## src/rtl/ascon_plaintext_absorb_pkg.sv

```systemverilog
// Shared types and helpers for the ASCON-128 plaintext absorb stage:
// state type, FSM encoding, round constants and last-block padding/masking.
package ascon_pack;

    typedef logic [4:0][63:0] type_state;

    typedef enum logic [1:0] {
        S_IDLE   = 2'd0,
        S_ABSORB = 2'd1,
        S_PERM   = 2'd2,
        S_DONE   = 2'd3
    } fsm_e;

    localparam logic [7:0] PAD_BYTE = 8'h80;

    // Constant for round index r (0..11): high nibble 15-r, low nibble r.
    function automatic logic [7:0] round_const(input logic [3:0] r);
        return {4'd15 - r, r};
    endfunction

    function automatic logic [63:0] ror64(input logic [63:0] x, input int unsigned n);
        return (x >> n) | (x << (64 - n));
    endfunction

    // Keeps bytes 0..n-1, byte 0 being the most significant byte.
    function automatic logic [63:0] byte_mask(input logic [2:0] n);
        return ~(64'hFFFF_FFFF_FFFF_FFFF >> {n, 3'b000});
    endfunction

    // Padding byte placed at byte position n; 7-n equals ~n on three bits.
    function automatic logic [63:0] pad_word(input logic [2:0] n);
        return {56'd0, PAD_BYTE} << {~n, 3'b000};
    endfunction

endpackage

```

## src/rtl/ascon_plaintext_absorb_round.sv

```systemverilog
// One combinational ASCON permutation round: constant addition, bitsliced
// 5-bit S-box layer and per-word linear diffusion.
module ascon_round
    import ascon_pack::*;
(
    input  type_state  state_i,
    input  logic [3:0] round_i,
    output type_state  state_o
);

    logic [63:0] x0, x1, x2, x3, x4;
    logic [63:0] t0, t1, t2, t3, t4;

    always_comb begin
        x0 = state_i[0] ^ state_i[4];
        x1 = state_i[1];
        x2 = state_i[2] ^ {56'd0, round_const(round_i)} ^ state_i[1];
        x3 = state_i[3];
        x4 = state_i[4] ^ state_i[3];

        t0 = ~x0 & x1;
        t1 = ~x1 & x2;
        t2 = ~x2 & x3;
        t3 = ~x3 & x4;
        t4 = ~x4 & x0;

        x0 = x0 ^ t1;
        x1 = x1 ^ t2;
        x2 = x2 ^ t3;
        x3 = x3 ^ t4;
        x4 = x4 ^ t0;

        x1 = x1 ^ x0;
        x0 = x0 ^ x4;
        x3 = x3 ^ x2;
        x2 = ~x2;

        state_o[0] = x0 ^ ror64(x0, 19) ^ ror64(x0, 28);
        state_o[1] = x1 ^ ror64(x1, 61) ^ ror64(x1, 39);
        state_o[2] = x2 ^ ror64(x2, 1)  ^ ror64(x2, 6);
        state_o[3] = x3 ^ ror64(x3, 10) ^ ror64(x3, 17);
        state_o[4] = x4 ^ ror64(x4, 7)  ^ ror64(x4, 41);
    end

endmodule

```

## src/rtl/ascon_plaintext_absorb.sv

```systemverilog
// ASCON-128 plaintext absorb: XORs 64-bit blocks into state[0], emits
// ciphertext, permutes between blocks and hands the padded state onward.
module ascon_plaintext_absorb
    import ascon_pack::*;
#(
    parameter int unsigned PERM_ROUNDS = 6,
    parameter bit          DOMAIN_SEP  = 1'b1
) (
    input  logic        clock_i,
    input  logic        reset_i,
    input  type_state   state_i,
    input  logic        state_valid_i,
    output logic        state_ready_o,
    input  logic [63:0] data_i,
    input  logic [3:0]  data_bytes_i,
    input  logic        data_last_i,
    input  logic        data_valid_i,
    output logic        data_ready_o,
    output logic [63:0] cipher_o,
    output logic [3:0]  cipher_bytes_o,
    output logic        cipher_valid_o,
    output type_state   state_o,
    output logic        state_valid_o,
    input  logic        state_ready_i,
    output logic        busy_o
);

    localparam logic [3:0] RND_FIRST = 4'(12 - PERM_ROUNDS);
    localparam logic [3:0] RND_LAST  = 4'd11;

    fsm_e        fsm_q, fsm_d;
    type_state   st_q, st_d, st_rnd;
    logic [3:0]  rnd_q, rnd_d;
    logic [63:0] cipher_q, cipher_d;
    logic [3:0]  cbytes_q, cbytes_d;
    logic        cvalid_q, cvalid_d;
    logic [2:0]  n_last;
    logic [63:0] mask, mixed;

    ascon_round u_round (
        .state_i (st_q),
        .round_i (rnd_q),
        .state_o (st_rnd)
    );

    // Out-of-range byte counts on the last block behave as 7.
    assign n_last = (data_bytes_i > 4'd7) ? 3'd7 : data_bytes_i[2:0];
    assign mask   = byte_mask(n_last);
    assign mixed  = st_q[0] ^ data_i;

    always_comb begin
        fsm_d    = fsm_q;
        st_d     = st_q;
        rnd_d    = rnd_q;
        cipher_d = cipher_q;
        cbytes_d = cbytes_q;
        cvalid_d = 1'b0;
        case (fsm_q)
            S_IDLE: if (state_valid_i) begin
                st_d    = state_i;
                st_d[4] = state_i[4] ^ {63'd0, DOMAIN_SEP};
                fsm_d   = S_ABSORB;
            end
            S_ABSORB: if (data_valid_i) begin
                cvalid_d = 1'b1;
                if (data_last_i) begin
                    cipher_d = mixed & mask;
                    cbytes_d = {1'b0, n_last};
                    st_d[0]  = (st_q[0] ^ (data_i & mask)) ^ pad_word(n_last);
                    fsm_d    = S_DONE;
                end else begin
                    cipher_d = mixed;
                    cbytes_d = 4'd8;
                    st_d[0]  = mixed;
                    rnd_d    = RND_FIRST;
                    fsm_d    = S_PERM;
                end
            end
            S_PERM: begin
                st_d  = st_rnd;
                rnd_d = rnd_q + 4'd1;
                if (rnd_q == RND_LAST) fsm_d = S_ABSORB;
            end
            S_DONE: if (state_ready_i) fsm_d = S_IDLE;
            default: fsm_d = S_IDLE;
        endcase
    end

    always_ff @(posedge clock_i or posedge reset_i) begin
        if (reset_i) begin
            fsm_q    <= S_IDLE;
            st_q     <= '0;
            rnd_q    <= '0;
            cipher_q <= '0;
            cbytes_q <= '0;
            cvalid_q <= 1'b0;
        end else begin
            fsm_q    <= fsm_d;
            st_q     <= st_d;
            rnd_q    <= rnd_d;
            cipher_q <= cipher_d;
            cbytes_q <= cbytes_d;
            cvalid_q <= cvalid_d;
        end
    end

    assign state_ready_o  = (fsm_q == S_IDLE) && !reset_i;
    assign data_ready_o   = (fsm_q == S_ABSORB);
    assign busy_o         = (fsm_q != S_IDLE);
    assign state_valid_o  = (fsm_q == S_DONE);
    assign state_o        = st_q;
    assign cipher_o       = cipher_q;
    assign cipher_bytes_o = cbytes_q;
    assign cipher_valid_o = cvalid_q;

endmodule

```

## config.mk

```make
export PLATFORM = sky130hd
export DESIGN_NAME = ascon_plaintext_absorb
export DESIGN_NICKNAME = d
export VERILOG_FILES = /design/src/rtl/ascon_plaintext_absorb_pkg.sv /design/src/rtl/ascon_plaintext_absorb_round.sv /design/src/rtl/ascon_plaintext_absorb.sv
export SDC_FILE = /design/constraint.sdc
export NUM_CORES = 2
export LEC_CHECK = 0
export CORE_AREA = 8 8 297 299
export CTS_CLUSTER_SIZE = 24
export DETAILED_ROUTE_END_ITERATION = 6
export DIE_AREA = 0 0 305 307
export PLACE_DENSITY = 0.65
export SYNTH_ARGS = -nofsm -noshare
export SYNTH_HDL_FRONTEND = slang
export SYNTH_SLANG_ARGS = --single-unit
```

## constraint.sdc

```tcl
create_clock -name clock_i -period 17.35 [get_ports clock_i]
set_clock_uncertainty 0.1 [all_clocks]
set_input_delay 2.6025 -clock clock_i [delete_from_list [all_inputs] [get_ports clock_i]]
set_output_delay 2.6025 -clock clock_i [all_outputs]
set_load 0.02 [all_outputs]
```

* After elaboration in Yosys (flattened, before gate mapping) *
Cells that the tools add are included.

word-level totals
  register bits after elaboration = 395
  bits of input ports = 394
  output and inout bits = 393
  word-level logic and storage cells = 106

cells by class
  add/sub/neg operators = 2
  magnitude comparators = 1
  equality and inequality tests = 9
  shifts and indexed selects = 2
  mux-type cells = 19
  bitwise gates (word level) = 51
  reduce and logical (&&, ||, !) cells = 12

operators by type and width
  kind                     number
  $xor A64 B64 Y64         24
  $pmux W256 S2            1
  $and A64 B64 Y64         7
  $not A64 Y64             7
  $mux W320                1
  $mux W64                 3
  $pmux W64 S3             1
  $or A23 B64 Y64          1
  $or A25 B64 Y64          1
  $or A3 B64 Y64           1
  $or A36 B64 Y64          1
  $or A45 B64 Y64          1
  $or A47 B64 Y64          1
  $or A54 B64 Y64          1
  $or A57 B64 Y64          1
  $or A58 B64 Y64          1
  $or A63 B64 Y64          1
  $shl A8 B6 Y64 const A   1
  $shr A64 B6 Y64 const A  1
  $xor A64 B8 Y64          1
  $mux W4                  3
  $mux W2                  4
  $ne A2 B2 Y1 const B     4
  $pmux W2 S4              1
  other kinds (20)         27

* Depth between registers and ports, before layout *
  depth in word-level cells = 11
  depth in mapped cells = 11
  mapped depth without buffers = 8

* By module *
From an unflattened synthesis, not the netlist that was laid out.

unflattened totals
  cell total of the unflattened synthesis = 3640
  area, all modules = 36603.9 um^2

modules (own cells, without submodules)
  module                  times used  cells each  area each (um^2)  seq. area each (um^2)
  ascon_plaintext_absorb  1           2066        20332.0           9884.5
  ascon_round             1           1574        16271.9           0.0

* Least setup slack after synthesis *
OpenSTA, ideal clock, no wires.

  path kind = input to output
  start = input port reset_i
  end = output port state_ready_o
  arrival time = 2882 ps
  data required time = 14648 ps
  path slack = 11765 ps
  cell stages on the path = 1
  buffers on the path = 0
  path through = nor2_1

on the way
  cells in the longest elaborated chain, start to end = 2

ends and longest elaborated chain
  item                 RTL line                       source
  start, declared      ascon_plaintext_absorb.sv:10   input logic reset_i,
  $logic_not A1 Y1     ascon_plaintext_absorb.sv:107  assign state_ready_o = (fsm_q == S_IDLE) && !reset_i;
  $logic_and A1 B1 Y1  ascon_plaintext_absorb.sv:107
  end, declared        ascon_plaintext_absorb.sv:13   output logic state_ready_o,

Every way passes these cells.

* Final worst setup path *
Same ends and word-level chain as after synthesis.

==> results by group <==
Placed design
  • Dpl ws: 10780 ps
  • GP Congestion: 1.059
  • IO buf count: 786
  • DP Wirelength: 152800 um

Synthesis
  • Dominant synthesized flop cell: dfrtp_1
  • Area share of the largest cell type after synthesis: 29.13%
  • Area contributors post-synth: dfrtp_1 29%, xnor2_1 20%, xor2_1 9.4%, ha_1 4.9%, nand2_1 4.3%
  • Yosys cell types: 55
  • Most frequent cell after synthesis: xnor2_1
  • Ys async rst share: 100.0%
  • Synth warn: 0
  • Post-synth EDFFs: 0
  • Syn_nets: 4509
  • Post-synthesis cell count: 3982
  • Top post-synthesis cells by count: 763 x xnor2_1, 395 x dfrtp_1, 391 x nand2_1
  • Mapped cell area: 33940 um^2
  • Seq/Total Area, Yosys: 29.13%
  • Yosys top cell by area: dfrtp_1
  • Post-synthesis register bit count: 395
  • Mapped Avg Cell Area: 8.523 um^2

Routing
  • Detailed Route WL: 187800 um
  • DRT Pass-1 Iters: 7
  • Iter 0 DRT Violations: 4218
  • Antenna Nets Post-Route: 0
  • Vias per cell: 5.871
  • DR WL/cell: 32.50 um
  • Via count: 33.93k
  • DRC: 3

STA
  • RSZ-0062 raised after global routing: no
  • Fmax: 152.4 MHz
  • Total Neg Setup Slack: 0 ps
  • Final Hold Slack: 372.7 ps
  • Relative slew slack: 5.460%
  • Slew Limit Fails: 0
  • Final worst setup slack: 10790 ps
  • Final Hold Vio Count: 0
  • Least-Margin Pin Slew: 1408 ps
  • Period utilisation layout: 37.83%
  • Tmin final: 6563 ps
  • Final setup vio count: 0

Floorplanning
  • Area of the die: 93640 um^2
  • Row count: 106
  • Die Ht: 307 um
  • Die X: 305 um
  • Area of the core: 83160 um^2
  • Ports: 787
  • Initial Utilization: 40.81%

Clock network
  • CTS tree: yes
  • Postcts setup bufs: 0
  • Later-pin clock latency in the skew report: 630 ps
  • CTS resizes: 0
  • Clock tree sinks: 395
  • CTS Buffer Depth: 3
  • Clk pin slew, worst setup/hold paths: 60 ps
  • Root Driver: clkbuf_16
  • Hold_buf cts: 0
  • H-Tree Depth: 2
  • CTS buffer count: 51

Run status
  • Failing checks: design-rule violations
  • Status: complete, but fails checks

Critical path
  • Reg2Reg Setup Slack: 13090 ps
  • Worst Path Arrival: 3860 ps
  • Max incr delay on CP: 620 ps
  • Worst path slowest cell: clkdlybuf4s50_1
  • CP max FO: 2
  • Crit path top cell by count: clkdlybuf4s50_1
  • Crit-path cells: clkdlybuf4s50_1 -> nor2_1 -> clkdlybuf4s50_1
  • CP delay by family, top: buffers and inverters
  • CP startpoint kind: input pin
  • Worst Path Buf+Inv: 2
  • Required time worst endpoint: 14650 ps
  • Critical Path Sink Type: output port
  • Critical path type: input pin to output port

Global route
  • Total Routing Usage GR: 38.18%
  • Initial antenna violation count: 9
  • Largest net degree at the start of global routing: 224
  • Congestion Overflow GR: 0
  • First-pass GRT wire length: 257000 um
  • Vias in the first global route: 32.96k

Layout
  • Fill cell count: 7858
  • P&R area growth vs syn: 31.52%
  • Fin nets: 5176
  • Layout cell share with drive strength beyond 1: 4.201%

Flow run
  • Max_cap viols: 0

Worst hold path
  • Hold Crit Class: register to register
state kept, by name, summed over array words and instances (netlist names):
signal,cells
state_o,320
cipher_o,64
cipher_bytes_o,4
rnd_q,4
fsm_q,2
cipher_valid_o,1
stage by stage:
step                      area [um^2]  utilization (%)  cells
after floorplan                 33940                -   3982
after global placement          42840            51.51   5676
after detailed placement        42840            51.51   5676
after CTS                       44610            53.64   5769
after global routing            44620            53.66   5774
final                           44630            53.67   5779
cells in the final DEF, fill, tap and decap left out, drive strengths merged, types with 21 or more instances in the layout:
| cell | Yosys | final |
|---|---|---|
| clkdlybuf4s50 | 0 | 786 |
| xnor2 | 784 | 784 |
| dfrtp | 395 | 395 |
| nand2 | 391 | 391 |
| xor2 | 368 | 368 |
| o21ai | 346 | 346 |
| nor2 | 257 | 257 |
| a21oi | 242 | 242 |
| inv | 154 | 157 |
| ha | 133 | 133 |
| a31oi | 100 | 100 |
| and3 | 95 | 95 |
| mux2i | 83 | 83 |
| clkbuf | 184 | 73 |
| buf | 56 | 68 |
| o31ai | 59 | 59 |
| or3 | 48 | 48 |
| nand3 | 38 | 38 |
| nand4 | 32 | 32 |
| nor2b | 26 | 26 |
| xnor3 | 21 | 21 |
per-layer routing:
layer / up-vias / part of all wire (%) / wire length (um) / track usage, %
met5: - / 0.0069 / 13 / 0
met4: 2 / 7.5 / 14010 / 23.23
met3: 485 / 11 / 21170 / 10.59
met2: 2169 / 44 / 82550 / 59.79
met1: 16530 / 37 / 70060 / 46.64
li1: 14740 / - / - / -
cell type report:
type,count,area [um^2],area share (%)
repair buffers,854,8416,18.85
diodes,10,25.02,0.05606
clock inverters,20,294.0,0.6588
inverters,154,593.1,1.329
multi-input cells,3193,22590,50.62
clock buffers,73,1479,3.313
flip-flops and latches,395,9884,22.15
well taps,1080,1351,3.028
path summary, 6_finish.rpt:
path	depth (start not counted)	start	end
min	2	cipher_o[60]	cipher_o[60]
min in group asynchronous	2	reset_i	rnd_q[2]
max in group asynchronous	3	reset_i	cipher_o[25]
max	3	reset_i	state_ready_o
max reg2reg	10	fsm_q[0]	state_o[108]
min reg2reg	2	cipher_o[60]	cipher_o[60]
logic make-up after synthesis:
family          after synthesis  synth area share, %
mux                          94                2.813
simple gates                933                12.33
flops                       395                29.13
xor+xnor                   1173                31.63
fa+ha+maj                   147                5.316
buf+inv                     394                4.531
compound gates              846                14.25
tightest hold or removal path: stages, from the launching register on:
cell and delay, ps:
dfrtp_1 340, nand2_1 50, o31ai_1 50
Power is not shown: default switching activity piles up to over one toggle a cycle in this logic, so the estimate is an artifact.
